File: src/rtl/calc_sequencer.sv
// Button-driven calculator sequencer: one shared W+1-bit adder runs add, subtract and shift-add multiply.
// Optional build macro CALC_SEQ_ACCUM_EN makes add/sub accumulate into the held result instead of using op_a.
module calc_sequencer #(
  parameter int W = 8
) (
  input  logic           clk,
  input  logic           rst_n,
  input  logic [W-1:0]   op_a,
  input  logic [W-1:0]   op_b,
  input  logic           cmd_clr,
  input  logic           cmd_add,
  input  logic           cmd_sub,
  input  logic           cmd_mul,
  output logic [2*W-1:0] result,
  output logic           flag,
  output logic           busy,
  output logic           done,
  output logic [2:0]     dbg_state
);

  localparam int CW = (W > 1) ? $clog2(W) : 1;

  typedef enum logic [2:0] {
    IDLE     = 3'd0,
    EXEC_ADD = 3'd1,
    EXEC_SUB = 3'd2,
    EXEC_MUL = 3'd3,
    DONE     = 3'd4
  } state_t;

  state_t         state, state_next;
  logic           clr_q, add_q, sub_q, mul_q;
  logic           clr_edge, add_edge, sub_edge, mul_edge;
  logic           accept, go_add, go_sub, go_mul;
  logic [W-1:0]   a_q, b_q;
  logic [2*W-1:0] acc;
  logic [CW-1:0]  iter;
  logic           last_iter;
  logic [W-1:0]   acc_src, add_x, add_y;
  logic           add_cin;
  logic [W:0]     sum;
  logic [2*W-1:0] mul_next;

  // History registers reset high so a button held through reset does not fire.
  assign clr_edge = cmd_clr & ~clr_q;
  assign add_edge = cmd_add & ~add_q;
  assign sub_edge = cmd_sub & ~sub_q;
  assign mul_edge = cmd_mul & ~mul_q;

  assign accept = ((state == IDLE) || (state == DONE)) && !clr_edge;
  assign go_mul = accept & mul_edge;
  assign go_sub = accept & sub_edge & ~mul_edge;
  assign go_add = accept & add_edge & ~mul_edge & ~sub_edge;

  assign last_iter = (iter == CW'(W - 1));
  assign dbg_state = state;

`ifdef CALC_SEQ_ACCUM_EN
  assign acc_src = result[W-1:0];
`else
  assign acc_src = a_q;
`endif

  // Shared adder: add, subtract as x + ~y + 1, or one multiply partial-sum step.
  always_comb begin
    add_x   = acc_src;
    add_y   = b_q;
    add_cin = 1'b0;
    case (state)
      EXEC_SUB: begin
        add_y   = ~b_q;
        add_cin = 1'b1;
      end
      EXEC_MUL: begin
        add_x = acc[2*W-1:W];
        add_y = acc[0] ? a_q : '0;
      end
      default: ;
    endcase
  end

  assign sum      = {1'b0, add_x} + {1'b0, add_y} + {{W{1'b0}}, add_cin};
  assign mul_next = {sum, acc[W-1:1]};

  always_ff @(posedge clk) begin
    if (!rst_n) state <= IDLE;
    else        state <= state_next;
  end

  always_comb begin
    state_next = state;
    busy       = 1'b0;
    done       = 1'b0;
    case (state)
      IDLE, DONE: begin
        done = (state == DONE);
        if (go_mul)      state_next = EXEC_MUL;
        else if (go_sub) state_next = EXEC_SUB;
        else if (go_add) state_next = EXEC_ADD;
        else             state_next = IDLE;
      end
      EXEC_ADD, EXEC_SUB: begin
        busy       = 1'b1;
        state_next = DONE;
      end
      EXEC_MUL: begin
        busy = 1'b1;
        if (last_iter) state_next = DONE;
      end
      default: state_next = IDLE;
    endcase
    if (clr_edge) state_next = IDLE;
  end

  always_ff @(posedge clk) begin
    if (!rst_n) begin
      clr_q  <= 1'b1;
      add_q  <= 1'b1;
      sub_q  <= 1'b1;
      mul_q  <= 1'b1;
      a_q    <= '0;
      b_q    <= '0;
      acc    <= '0;
      iter   <= '0;
      result <= '0;
      flag   <= 1'b0;
    end else begin
      clr_q <= cmd_clr;
      add_q <= cmd_add;
      sub_q <= cmd_sub;
      mul_q <= cmd_mul;
      if (clr_edge) begin
        acc    <= '0;
        iter   <= '0;
        result <= '0;
        flag   <= 1'b0;
      end else begin
        case (state)
          IDLE, DONE: begin
            if (go_add || go_sub || go_mul) begin
              a_q  <= op_a;
              b_q  <= op_b;
              acc  <= {{W{1'b0}}, op_b};
              iter <= '0;
            end
          end
          EXEC_ADD: begin
            result <= {{(W-1){1'b0}}, sum};
            flag   <= sum[W];
          end
          EXEC_SUB: begin
            result <= {{W{1'b0}}, sum[W-1:0]};
            flag   <= ~sum[W];
          end
          EXEC_MUL: begin
            acc <= mul_next;
            if (last_iter) begin
              result <= mul_next;
              flag   <= |mul_next[2*W-1:W];
              iter   <= '0;
            end else begin
              iter <= iter + CW'(1);
            end
          end
          default: ;
        endcase
      end
    end
  end

endmodule

File: config.mk
export PLATFORM = sky130hd
export DESIGN_NAME = calc_sequencer
export DESIGN_NICKNAME = d
export VERILOG_FILES = /design/src/rtl/calc_sequencer.sv
export SDC_FILE = /design/constraint.sdc
export NUM_CORES = 1
export LEC_CHECK = 0
export BUFFER_PORTS_ARGS = -buffer_cell sky130_fd_sc_hd__buf_2
export CORE_AREA = 3 3 96 80
export DETAILED_ROUTE_END_ITERATION = 8
export DIE_AREA = 0 0 99 83
export PLACE_DENSITY = 0.6
export SYNTH_ARGS = -nofsm -noshare
export SYNTH_HDL_FRONTEND = slang
export SYNTH_SLANG_ARGS = --single-unit
File: constraint.sdc
create_clock -name clk -period 8.02 [get_ports clk]
set_clock_uncertainty 0.15 [all_clocks]
set_input_delay 0.802 -clock clk [delete_from_list [all_inputs] [get_ports clk]]
set_output_delay 0.802 -clock clk [all_outputs]
set_load 0.02 [all_outputs]
# Word-level counts from Yosys, hierarchy flattened
# Cells that the tools add are included.
dict set report op_classes {
  n_reduce_logical 16
  bitwise 20
  multipliers 0
  n_addsub 3
  div 0
  mux 20
  magnitude_cmp 0
  eq_ne 7
  n_shift 0
}
# op count
set ops {}
lappend ops {{one-hot mux 16 bit (3 select lines)} 1}
lappend ops {{2-to-1 mux 16 bit} 2}
lappend ops {{one-hot mux 16 bit (2 select lines)} 1}
lappend ops {{2-to-1 mux 8 bit} 2}
lappend ops {{one-hot mux 8 bit (2 select lines)} 1}
lappend ops {{AND 1 bit} 10}
lappend ops {{adder 8 x 8 -> 9 bit} 1}
lappend ops {{adder 9 x 1 -> 9 bit} 1}
lappend ops {{2-to-1 mux 3 bit} 3}
lappend ops {{NOT 1 bit} 9}
lappend ops {{one-hot mux 3 bit (3 select lines)} 1}
lappend ops {{NOT 8 bit} 1}
lappend ops {{OR reduction 8 bit} 1}
lappend ops {{equality test 3 x 2 -> 1 bit (second input constant)} 2}
lappend ops {{equality test 3 bit (second input constant)} 2}
lappend ops {{one-hot mux 3 bit (2 select lines)} 1}
lappend ops {{OR reduction 2 bit} 3}
lappend ops {{2-to-1 mux 1 bit} 5}
lappend ops {{2-to-1 mux 2 bit} 2}
lappend ops {{inequality test 2 bit (second input constant)} 2}
lappend ops {{AND reduction 2 bit} 2}
lappend ops {{adder 3 x 1 -> 3 bit (second input constant)} 1}
lappend ops {{equality test 3 x 1 -> 1 bit (second input constant)} 1}
lappend ops {{zero test 3 bit} 1}
lappend ops {{other kinds (8)} 10}
dict set report totals {
  ram_bits 0
  latch_bits 0
  regBits 59
  inputBits 22
  n_memories 0
  mem_bits_ro 0
}

# Longest topological paths before layout
dict set report logic_depth {
  ltp_word 11
  mapped_depth 14
}

# Worst setup path before layout
# Ideal clock, no wire load.
dict set report synth_timing {
  path_type {register -> register}
  start {reg state[1] (netlist: dbg_state[1])}
  end {reg flag}
  setup_ns 0.128
  synth_period_minus_slack_ns 3.151
  arrival_time_ns 2.873
  stages_incl_launch_ff 14
  path_buffers 1
  setup_slack_ns 4.869
  cell_sequence {dfxtp_1 and2b_4 and2_1 buf_4 mux2i_1 fa_1 inv_1 fa_1 a21oi_1 o211ai_2 xnor2_1 nand3b_1 nor4_2 o22ai_1}
}
dict set report synth_via {
  elab_chain_cells 7
  word_cells_on_any_way 15
}
# element line
set synth_lines {}
lappend synth_lines {{from (decl)} 31} ;# state_t state, state_next;
lappend synth_lines {{from (signal assigned)} 87} ;# else state <= state_next;
lappend synth_lines {{equality test 3 x 2 -> 1 bit} {69, 138}}
lappend synth_lines {{one-hot mux 8 bit (2 select lines) or 2-to-1 mux 8 bit (tied branches)} 69} ;# case (state)
lappend synth_lines {{adder 8 x 8 -> 9 bit} 82} ;# assign sum = {1'b0, add_x} + {1'b0, add_y} + {{W{1'b0}}, add_cin};
lappend synth_lines {{adder 9 x 1 -> 9 bit} 82}
lappend synth_lines {{OR reduction 8 bit} 159} ;# flag <= |mul_next[2*W-1:W];
lappend synth_lines {{2-to-1 mux 1 bit} 157} ;# if (last_iter) begin
lappend synth_lines {{one-hot mux 1 bit (3 select lines)} 138} ;# case (state)
lappend synth_lines {{to (signal assigned)} 149} ;# flag <= sum[W];
lappend synth_lines {{to (signal assigned)} 153} ;# flag <= ~sum[W];
lappend synth_lines {{to (signal assigned)} 159}
lappend synth_lines {{to (decl)} 15} ;# output logic flag,
# Parallel ways exist; a longest one is shown, timed or not. The select of a mux whose other input is x is not followed.
# A chain may end at the register's enable or synchronous reset.

# Final worst setup path
dict set report layout_timing {
  start {reg state[0] (netlist: dbg_state[0])}
  end {reg flag}
}
# The elaborated chain is that of the path after synthesis.

==> impl_metrics.csv <==
group,metric,value,unit
sta,maxSlewViolCount,0,
sta,worst_pin_slew,1.09,ns
setup_path,arrival,3.82,ns
detailed_routing,dr.pass1.iters,5,
synthesis,ys_seq_area_share,39.0,%
floorplan,io_pins,44,
clocking,cts_root_buffer,"clkbuf_8",
synthesis,ys_warn_count,0,
sta,max_freq,0.267,GHz
place,dp.cells,490,
cells_and_area,nets,449,
sta,timing.final.crit_share,46.7,%
sta,worst_hold_slack,0.303,ns
worst_hold_path,hold_path_class,"flip-flop to flip-flop",
global_routing,antenna_found_initial,0,
synthesis,synth.most_common_cell,"nand2_1",
synthesis,yosysUniqueCellTypes,52,
sta,hold_viol_final,0,
sta,setup_viol,0,
floorplan,rows,27,
synthesis,synth_top_area_share,39.0,%
cells_and_area,register_area,1180,µm²
cells_and_area,antenna_cells,0,
setup_path,crit_type,"flip-flop to flip-flop",
detailed_routing,avgRoutedWirePerCell,14.7,µm
global_routing,grt_max_degree,38,
detailed_routing,drc_errors,0,
synthesis,synth_edf_count,0,
synthesis,yosysTopAreaCell,"dfxtp_1",
status,outcome,"completed",
detailed_routing,drt-total-wl,7430,µm
cells_and_area,area_growth_syn_to_layout,15.0,%
setup_path,cp.required,8.09,ns
synthesis,syn_nets,415,
clocking,cts_hold_buf,0,
sta,layout_min_cycle_time,3.75,ns
cells_and_area,multiInputGateArea,1690,µm²
clocking,clk_latency,0.34,ns
cells_and_area,drive_gt1_share,18.4,%
power,p_per_area,221,nW/µm²
cells_and_area,fillers,668,
synthesis,synth_cells,380,
flow_run,drv_cap,0,
synthesis,synth_commonest_cells,"nand2_1, dfxtp_1, nor2_1",
power,irDropWorstVdd,0.134,mV
floorplan,dieHeight,83,µm
clocking,post_cts_buffers,0,
global_routing,grt_use_total,19.2,%
setup_path,startpoint_type,"flip-flop",
setup_path,critPathCaptureType,"flip-flop",
setup_path,cp_max_fo,28,
setup_path,r2r_cells,12,
synthesis,ys_top_cells_by_area,"dfxtp_1, nand2_1, a21oi_1, ha_1, nor2_1",
clocking,cts.sinks,59,
global_routing,grt_pass1_vias,2611,
power,power.total,768,µW
floorplan,die_area,8220,µm²
sta,rsz0062_at_grt,"false",
setup_path,ff2ff_setup_slack,4.27,ns
clocking,cts_tree,"done",
synthesis,syn_area,3030,µm²
synthesis,syn_avg_cell_area,7.97,µm²
floorplan,die_w,99,µm
floorplan,initial_core_util,44.6,%
synthesis,ys_ff_latch,59,
sta,finalSetupTns,0,ns
global_routing,grt_pass1_wl,12700,µm
place,place_congestion,0.888,
floorplan,core,6790,µm²
power,leakage,0.00147,µW
clocking,numCtsBuffers,9,
synthesis,synth_flop_cell,"dfxtp_1",
clocking,clockBufferDepth,2,
place,dp_hpwl,5260,µm
worst_hold_path,worstHoldPathCells,2,
cells_and_area,final_cells,506,
detailed_routing,first_iter_violations,95,
clocking,cts.repair.resized,0,
detailed_routing,antenna_left,0,
clocking,cts.reportedPaths.clkPinSlew,0.07,ns
synthesis,async_flop_share,0,%
clocking,htree_levels,3,
sta,slew_headroom,27.3,%
detailed_routing,viasPerCell,5.32,
place,portBuffers,43,
detailed_routing,vias,2694,
global_routing,grt_overflow,0,
-- final cells by class --
type | instances | share of cell area [%]
multi-input combinational | 291 | 48.4
clock inverter | 5 | 2.87
tap | 87 | 3.13
inverter | 7 | 0.755
timing repair buffer | 46 | 6.83
clock buffer | 11 | 4.06
sequential | 59 | 33.9
-- kinds of logic (layout without fill, tap and decap cells) --
kind of cell / Yosys count / count (layout) / synth area share, %
AO/OA/AOI/OAI: 112 / 112 / 23.9
AND/OR/NAND/NOR: 159 / 159 / 23.3
adder cells (fa/ha/maj): 13 / 13 / 5.87
flip-flops: 59 / 59 / 39.0
XOR/XNOR: 6 / 6 / 2.36
buffers and inverters: 30 / 69 / 5.29
multiplexers: 1 / 1 / 0.331
-- worst max-delay path: stages, from the launching register on --
cell	delay, ns
dfxtp_1	0.76
and2_1	0.22
buf_4	0.29
mux2i_1	0.32
fa_1	0.24
inv_1	0.05
fa_1	0.41
a21oi_1	0.24
o211ai_2	0.16
xnor2_1	0.33
nand3b_1	0.14
nor4_2	0.18
o22ai_1	0.12
-- sequential cells by signal (all words and copies together) (netlist names) --
register   count
sub_q          1
iter           3
acc           16
add_q          1
result        16
clr_q          1
flag           1
mul_q          1
b_q            8
a_q            8
dbg_state      3
-- layer usage --
layer | track usage, % | vias up | routed length, µm
li1 | - | 1369 | -
met1 | 25.2 | 1262 | 3540
met2 | 30.3 | 52 | 3450
met3 | 5.96 | 11 | 322
met4 | 5.58 | 0 | 123
met5 | 0 | - | 0
-- cells in the final DEF, fill, tap and decap left out, types with 4 or more instances in the layout --
| cell | Yosys | routed |
|---|---|---|
| nand2b_1 | 7 | 7 |
| a21boi_1 | 10 | 10 |
| a21boi_0 | 12 | 12 |
| nand3_1 | 8 | 8 |
| ha_1 | 11 | 11 |
| a21oi_1 | 35 | 35 |
| xnor2_1 | 4 | 4 |
| a31oi_1 | 10 | 10 |
| o21ai_0 | 20 | 20 |
| clkbuf_8 | 0 | 10 |
| buf_2 | 5 | 43 |
| nor2_1 | 36 | 36 |
| inv_1 | 7 | 7 |
| dfxtp_1 | 59 | 59 |
| nand2_1 | 88 | 88 |
-- power by group --
group | switching, µW | internal, µW | leakage, µW
sequential | 12.2 | 307 | 0.000480
combinational | 74.5 | 43.8 | 0.000867
clock | 117 | 214 | 0.000123
-- final timing paths --
kind / startpoint / endpoint
max: dbg_state[0]$_SDFFE_PP0N_ / flag$_SDFFE_PP0P_
min: result[11]$_SDFFE_PP0P_ / result[11]$_SDFFE_PP0P_
max reg2reg: dbg_state[0]$_SDFFE_PP0N_ / flag$_SDFFE_PP0P_
min reg2reg: result[11]$_SDFFE_PP0P_ / result[11]$_SDFFE_PP0P_
-- per-stage QoR --
step	cell area, µm²	utilization (%)	setup WS, ns
after floorplan	3030	-	4.87
after CTS	3480	51.3	4.27
after global placement	3240	47.7	4.44
after global routing	3480	51.3	4.01
final	3480	51.3	4.27
after detailed placement	3240	47.7	4.32
Power figures use the tool's default switching activity.
